[src/rtl/dmem_access_ctrl_pkg.sv]
// Shared types and constants for the data-memory access controller.
// Sizes, FSM state codes and the latched request record live here.
package dmem_access_ctrl_pkg;
    localparam int ADDR_SIZE = 32;
    localparam int WORD_SIZE = 32;

    localparam logic [1:0] SZ_BYTE = 2'b00;
    localparam logic [1:0] SZ_HALF = 2'b01;
    localparam logic [1:0] SZ_WORD = 2'b10;

    typedef enum logic [1:0] {
        DAC_IDLE = 2'b00,
        DAC_RD   = 2'b01,
        DAC_WR   = 2'b10,
        DAC_RESP = 2'b11
    } dac_state_t;

    typedef struct packed {
        logic                 we;
        logic [1:0]           size;
        logic                 sgn;
        logic [1:0]           off;
        logic [WORD_SIZE-1:0] wdata;
    } dac_req_t;

    // Size code 2'b11 behaves exactly like a word access.
    function automatic logic is_word(input logic [1:0] size);
        return size[1];
    endfunction
endpackage

[src/rtl/dmem_access_ctrl_lane_merge.sv]
// dmem_lane_merge: combinational lane extract (loads) and lane merge (sub-word stores).
// BIG_ENDIAN=1 places byte offset 0 in bits [31:24].
module dmem_lane_merge
    import dmem_access_ctrl_pkg::*;
#(
    parameter bit BIG_ENDIAN = 1'b1
) (
    input  logic [WORD_SIZE-1:0] word,
    input  logic [WORD_SIZE-1:0] wdata,
    input  logic [1:0]           off,
    input  logic [1:0]           size,
    input  logic                 sgn,
    output logic [WORD_SIZE-1:0] rdata,
    output logic [WORD_SIZE-1:0] merged
);
    logic [4:0]           shamt;
    logic [WORD_SIZE-1:0] mask;
    logic [WORD_SIZE-1:0] ext;

    // Big-endian lane k sits 8*(3-k) bits up, which is 8*~k for a 2-bit k.
    always_comb begin
        shamt = 5'd0;
        mask  = '1;
        if (is_word(size)) begin
            shamt = 5'd0;
            mask  = '1;
        end else if (size == SZ_HALF) begin
            shamt = BIG_ENDIAN ? {~off[1], 4'b0000} : {off[1], 4'b0000};
            mask  = WORD_SIZE'(16'hFFFF) << shamt;
        end else begin
            shamt = BIG_ENDIAN ? {~off, 3'b000} : {off, 3'b000};
            mask  = WORD_SIZE'(8'hFF) << shamt;
        end
    end

    assign ext = word >> shamt;

    always_comb begin
        rdata = ext;
        if (!is_word(size)) begin
            if (size == SZ_HALF) rdata = {{16{sgn & ext[15]}}, ext[15:0]};
            else                 rdata = {{24{sgn & ext[7]}},  ext[7:0]};
        end
    end

    assign merged = (word & ~mask) | ((wdata << shamt) & mask);
endmodule

[src/rtl/dmem_access_ctrl.sv]
// MEM-stage master for DMem: word-aligned cycles, load extraction, RMW for sub-word stores.
// Optional MISALIGN_TRAP_EN: misaligned half/word requests respond with resp_err and no DMem cycle.
module dmem_access_ctrl
    import dmem_access_ctrl_pkg::*;
#(
    parameter bit BIG_ENDIAN = 1'b1
) (
    input  logic                 clk,
    input  logic                 rst_n,
    input  logic                 req_valid,
    output logic                 req_ready,
    input  logic                 req_we,
    input  logic [1:0]           req_size,
    input  logic                 req_signed,
    input  logic [ADDR_SIZE-1:0] req_addr,
    input  logic [WORD_SIZE-1:0] req_wdata,
    output logic                 resp_valid,
    output logic [WORD_SIZE-1:0] resp_rdata,
    output logic                 resp_err,
    output logic [ADDR_SIZE-1:0] mem_addr,
    output logic [WORD_SIZE-1:0] mem_wdata,
    output logic                 mem_read,
    output logic                 mem_write,
    input  logic [WORD_SIZE-1:0] mem_rdata
);
    dac_state_t           state_q, state_d;
    dac_req_t             req_q;
    logic [WORD_SIZE-1:0] rdata_q;
    logic                 err_q, err_d;
    logic [ADDR_SIZE-1:0] mem_addr_d;
    logic [WORD_SIZE-1:0] mem_wdata_d;
    logic                 mem_read_d, mem_write_d;
    logic                 accept, trap_hit;
    logic [WORD_SIZE-1:0] lane_word, lane_rdata, lane_merged;

    assign req_ready  = (state_q == DAC_IDLE);
    assign accept     = req_valid && req_ready;
    assign resp_valid = (state_q == DAC_RESP);

`ifdef MISALIGN_TRAP_EN
    assign trap_hit = ((req_size == SZ_HALF) && req_addr[0]) ||
                      (is_word(req_size) && (req_addr[1:0] != 2'b00));
    assign resp_err = resp_valid && err_q;
`else
    assign trap_hit = 1'b0;
    assign resp_err = 1'b0;
`endif

    // Merge works on the word arriving this cycle; extract works on the captured copy.
    assign lane_word  = (state_q == DAC_RD) ? mem_rdata : rdata_q;
    assign resp_rdata = (resp_valid && !req_q.we && !err_q) ? lane_rdata : '0;

    dmem_lane_merge #(.BIG_ENDIAN(BIG_ENDIAN)) u_lane (
        .word   (lane_word),
        .wdata  (req_q.wdata),
        .off    (req_q.off),
        .size   (req_q.size),
        .sgn    (req_q.sgn),
        .rdata  (lane_rdata),
        .merged (lane_merged)
    );

    always_ff @(posedge clk or negedge rst_n) begin
        if (!rst_n) begin
            state_q   <= DAC_IDLE;
            req_q     <= '0;
            rdata_q   <= '0;
            err_q     <= 1'b0;
            mem_addr  <= '0;
            mem_wdata <= '0;
            mem_read  <= 1'b0;
            mem_write <= 1'b0;
        end else begin
            state_q   <= state_d;
            err_q     <= err_d;
            mem_addr  <= mem_addr_d;
            mem_wdata <= mem_wdata_d;
            mem_read  <= mem_read_d;
            mem_write <= mem_write_d;
            if (accept)
                req_q <= '{we: req_we, size: req_size, sgn: req_signed,
                           off: req_addr[1:0], wdata: req_wdata};
            if (state_q == DAC_RD)
                rdata_q <= mem_rdata;
        end
    end

    // Strobes default low so each one lasts exactly the single cycle it is requested.
    always_comb begin
        state_d     = state_q;
        err_d       = err_q;
        mem_addr_d  = mem_addr;
        mem_wdata_d = mem_wdata;
        mem_read_d  = 1'b0;
        mem_write_d = 1'b0;
        case (state_q)
            DAC_IDLE: begin
                if (accept) begin
                    mem_addr_d = {req_addr[ADDR_SIZE-1:2], 2'b00};
                    err_d      = trap_hit;
                    if (trap_hit) begin
                        state_d = DAC_RESP;
                    end else if (req_we && is_word(req_size)) begin
                        mem_write_d = 1'b1;
                        mem_wdata_d = req_wdata;
                        state_d     = DAC_WR;
                    end else begin
                        mem_read_d = 1'b1;
                        state_d    = DAC_RD;
                    end
                end
            end
            DAC_RD: begin
                if (req_q.we) begin
                    mem_write_d = 1'b1;
                    mem_wdata_d = lane_merged;
                    state_d     = DAC_WR;
                end else begin
                    state_d = DAC_RESP;
                end
            end
            DAC_WR:   state_d = DAC_RESP;
            DAC_RESP: state_d = DAC_IDLE;
            default:  state_d = DAC_IDLE;
        endcase
    end
endmodule

[config.mk]
export PLATFORM = sky130hd
export DESIGN_NAME = dmem_access_ctrl
export DESIGN_NICKNAME = d
export VERILOG_FILES = /design/src/rtl/dmem_access_ctrl_pkg.sv /design/src/rtl/dmem_access_ctrl_lane_merge.sv /design/src/rtl/dmem_access_ctrl.sv
export SDC_FILE = /design/constraint.sdc
export NUM_CORES = 1
export LEC_CHECK = 0
export ABC_AREA = 0
export BUFFER_PORTS_ARGS = -buffer_cell sky130_fd_sc_hd__buf_4
export CORE_MARGIN = 3
export CORE_UTILIZATION = 56
export CTS_CLUSTER_DIAMETER = 120
export CTS_CLUSTER_SIZE = 25
export DETAILED_ROUTE_END_ITERATION = 8
export PLACE_DENSITY_LB_ADDON = 0.25
export RECOVER_POWER = 100
export SYNTH_ARGS = -nofsm -noshare
export SYNTH_HDL_FRONTEND = slang
export SYNTH_SLANG_ARGS = --single-unit
[constraint.sdc]
create_clock -name clk -period 3.9 [get_ports clk]
set_input_delay 0.195 -clock clk [delete_from_list [all_inputs] [get_ports clk]]
set_output_delay 0.195 -clock clk [all_outputs]
set_load 0.02 [all_outputs]
==> tab_implementation.tex <==
\begin{tabular}{lr}
\hline
Metric & Value \\
\hline
\multicolumn{2}{l}{\textbf{Run status}} \\
Run status & complete, but fails checks \\
Violations in the final reports & capacitance limit, slew limit \\
\multicolumn{2}{l}{\textbf{Timing}} \\
Setup Skew & about 0.004 ns \\
Fin Setup TNS & 0 ns \\
Final min period & 3.463 ns \\
Maximum clock frequency & just under 0.3 GHz \\
Setup violation total in the final timing report & 0 \\
Final Max Slew Viols & 112 \\
Unrepaired setup endpoints after global routing & false \\
Final hold viol count & 0 \\
Transition time of the tightest slew-check pin & 2.764 ns \\
Share of the clock period used by the worst path & 0.8878 \\
Worst slew margin & -0.8425 \\
\multicolumn{2}{l}{\textbf{CTS}} \\
Later-pin clock latency in the skew report & 0.41 ns \\
Total number of H-tree levels & 4 \\
Maximum clock insertion buffer count & 2 \\
Clock slew seen by the registers of the worst setup and hold paths & $\sim$0.05 ns \\
Clock tree root driver cell & clkbuf\_16 \\
Quantity of gates resized following cts & 0 \\
CTS tree & yes \\
CTS Sinks & 136 \\
Total CTS buffers & 17 \\
\multicolumn{2}{l}{\textbf{Pwr}} \\
Proportion of power drawn by flip-flops and latches & 0.325 \\
Pwr dens & about 940 nW/µm² \\
Leakage power & between 0.003 and 0.004 µW \\
Net load switching power & between 3000 and 4000 µW \\
Proportion of power drawn by the clock network & 0.172 \\
VDD IR-drop max & between 0.0005 and 0.0006 V \\
Switching part of the total & 0.4340 \\
Share of power burned in combinational logic & 0.503 \\
Cell-internal power & between 4000 and 5000 µW \\
\multicolumn{2}{l}{\textbf{Worst setup path}} \\
Kind of launch point of the worst setup path & register \\
Critical Path Source & req\_q[36] \\
Maximum fanout along the worst path & 31 \\
Critical setup path kind & register to output pin \\
Start of the worst register-to-register path & state\_q[0] \\
Worst EP required & roughly 3.7 ns \\
Data arrival at the endpoint of the critical path & around 3.3 ns \\
Reg-to-reg slack, setup & around 0.60 ns \\
Nature of the critical path endpoint & output pin \\
\multicolumn{2}{l}{\textbf{Synth}} \\
Post-synth EDFFs & 0 \\
Share of flip-flops with an asynchronous set or reset after synthesis & 1.000 \\
Average cell area after synthesis & roughly 11 µm² \\
Primary flip-flop cell chosen by synthesis mapping & dfrtp\_1 \\
Post-synthesis instance area & between 6000 and 7000 µm² \\
Gate count of the mapped netlist & 619 \\
Seq/Total Area, Yosys & 0.4919 \\
Number of warnings issued by yosys & 0 \\
Synth unique cells & 54 \\
Number of register bits inferred by synthesis & between 100 and 150 \\
\multicolumn{2}{l}{\textbf{Detailed routing}} \\
Routed WL per cell & just over 20 µm \\
Ratio of routed vias to standard cells & about 6 \\
Number of DRC markers in iteration 0 & between 500 and 600 \\
Overall routed net length & roughly 20000 µm \\
Total DRC errors in the routed layout & 0 \\
Overall via count from detail\_route & about 5800 \\
Number of iterations in the first detailed-routing pass & 5 \\
Post-DRT Antenna Nets & 0 \\
\multicolumn{2}{l}{\textbf{Finish}} \\
Count of inserted antenna diode cells & 0 \\
Filler cells & $\sim$860 \\
Number of nets at the end of the flow & about 900 \\
Ratio of cells with drive above 1 in the final layout & 0.3020 \\
Post-route insts no fill & about 1000 \\
Most common library cell in the layout ignoring fill and taps & dfrtp\_1 \\
Area growth from synthesis to layout & 28.72\% \\
Most frequent cells in the layout & dfrtp\_1 (136), buf\_4 (132), clkbuf\_1 (77) \\
Post-route cell area & about 9000 µm² \\
\multicolumn{2}{l}{\textbf{GRT}} \\
GR Util met1 & 0.4054 \\
Wire length of the first global-routing pass & 31530 µm \\
Pin count of the biggest net entering global routing & $\sim$110 \\
Total gr overflow & 0 \\
Vias in the first global route & $\sim$5700 \\
Met3 global-route usage & 0.08946 \\
Most utilized layer in the global route result & met2 \\
Global Route met2 Usage & 0.4811 \\
Initial antenna violation count & 0 \\
Global-route usage over all layers & 0.3055 \\
\multicolumn{2}{l}{\textbf{Job}} \\
Max capacitance violation total & 1 \\
\multicolumn{2}{l}{\textbf{Placed design}} \\
Placed Cells & $\sim$950 \\
Post-placement cell area & between 8000 and 9000 µm² \\
Routability congestion estimate from global placement & 0.8791 \\
Half-perimeter wire length after placement & between 10000 and 15000 µm \\
Port Buffer Count & 200 \\
\multicolumn{2}{l}{\textbf{Floorplanning}} \\
Floorplan die width & about 120 µm \\
Core Box Area & roughly 12000 µm² \\
Site row count & 39 \\
Die Height & 117.2 µm \\
Starting Density & 0.5884 \\
Die Footprint & 13730 µm² \\
Count of boundary I/O pins & roughly 200 \\
\multicolumn{2}{l}{\textbf{Hold path}} \\
Class of the tightest hold or removal check & primary input to register \\
Start point of the worst min-delay path & req\_addr[6] \\
\hline
\end{tabular}
## registers in the layout, indices dropped and copies added (netlist names)
register / count
mem_write: 1
mem_addr: 30
state_q: 2
mem_read: 1
req_q: 38
mem_wdata: 32
rdata_q: 32
## synthesized netlist by cell type (all sizes together), types with 4 or more instances
| cell type | count | area share |
|---|---|---|
| o21ai | 37 | 0.027 |
| a31oi | 28 | 0.025 |
| buf | 32 | 0.026 |
| mux2i | 10 | 0.014 |
| or3 | 9 | 0.0081 |
| nand2b | 14 | 0.013 |
| ha | 4 | 0.0072 |
| dfrtp | 136 | 0.49 |
| inv | 22 | 0.012 |
| nand3 | 10 | 0.0072 |
| nand2 | 29 | 0.016 |
| o22ai | 8 | 0.0072 |
| a221oi | 4 | 0.0060 |
| nor2b | 14 | 0.013 |
| o22a | 8 | 0.010 |
| mux2 | 113 | 0.19 |
| o221ai | 11 | 0.014 |
| o311a | 8 | 0.012 |
| nor2 | 55 | 0.031 |
| a21oi | 22 | 0.016 |
| mux4 | 4 | 0.014 |
| clkbuf | 15 | 0.0081 |
## power by group through the flow
stage               Clock [µW]  Sequential (µW)  Combinational (µW)
floorplan                    0             2880                2860
global placement             0             2680                4430
detailed placement           0             2720                4530
CTS                       1460             2710                4580
global route              1530             2790                4590
finish                    1440             2720                4220
## kinds of logic after synthesis
kind of cell / Yosys count / share of synthesized area
muxes: 127 / 0.2141
adders and majority gates: 4 / 0.007234
other: 1 / 0.0005420
DFF: 136 / 0.4919
buffers and inverters: 69 / 0.04575
and+or+nand+nor: 138 / 0.09548
AOI/OAI and AO/OA: 144 / 0.1450
## what timing repair did
action                                 in CTS  in global routing
hold buffers                               19                  0
setup buffers                               0                  0
endpoints found under the hold margin     127                  0
## routing by layer
metal / share of wire / routed length, µm / vias to the layer above
met1: 0.41 / 8461 / 2824
met3: 0.090 / 1849 / 34
li1: - / - / 2645
met4: 0.022 / 454 / 0
met2: 0.47 / 9666 / 324
met5: 0 / 0 / -
## path summary, 6_finish.rpt
kind / to / cells after the start
setup reg to reg: req_q[30] / 5
min in group asynchronous: mem_addr[28] / 2
hold / removal: mem_addr[6] / 2
hold reg to reg: rdata_q[9] / 1
max in group asynchronous: req_q[19] / 3
setup / recovery: resp_rdata[4] / 6
## through the flow
stage,power [µW],hold WS (ns),util,worst slack [ns]
detailed placement,7254,0.3962,0.7220,1.154
CTS,8754,0.001740,0.7831,0.6880
global route,8911,0.002217,0.7573,0.2704
finish,8386,0.01638,0.7573,0.4374
global placement,7113,0.3868,0.7220,1.216
floorplan,5737,-0.1006,-,1.679
## area by class of cell
type                            count  area (µm²)  area share
Sequential cell                   136        3403      0.3821
Multi-Input combinational cell    416        3216      0.3611
Timing Repair Buffer              227        1471      0.1652
Clock buffer                       27       513.0     0.05760
Tap cell                          164       205.2     0.02304
Inverter                           22       82.58    0.009272
Clock inverter                      3       15.01    0.001686
## critical path: stages (launching register included)
cell      delay (ns)
dfrtp_1         1.00
or2_0           0.65
buf_4           0.34
nor2_1          0.06
or3_1           0.36
a21oi_1         0.16
clkbuf_1        0.27
(Power assumes the default switching activity.)
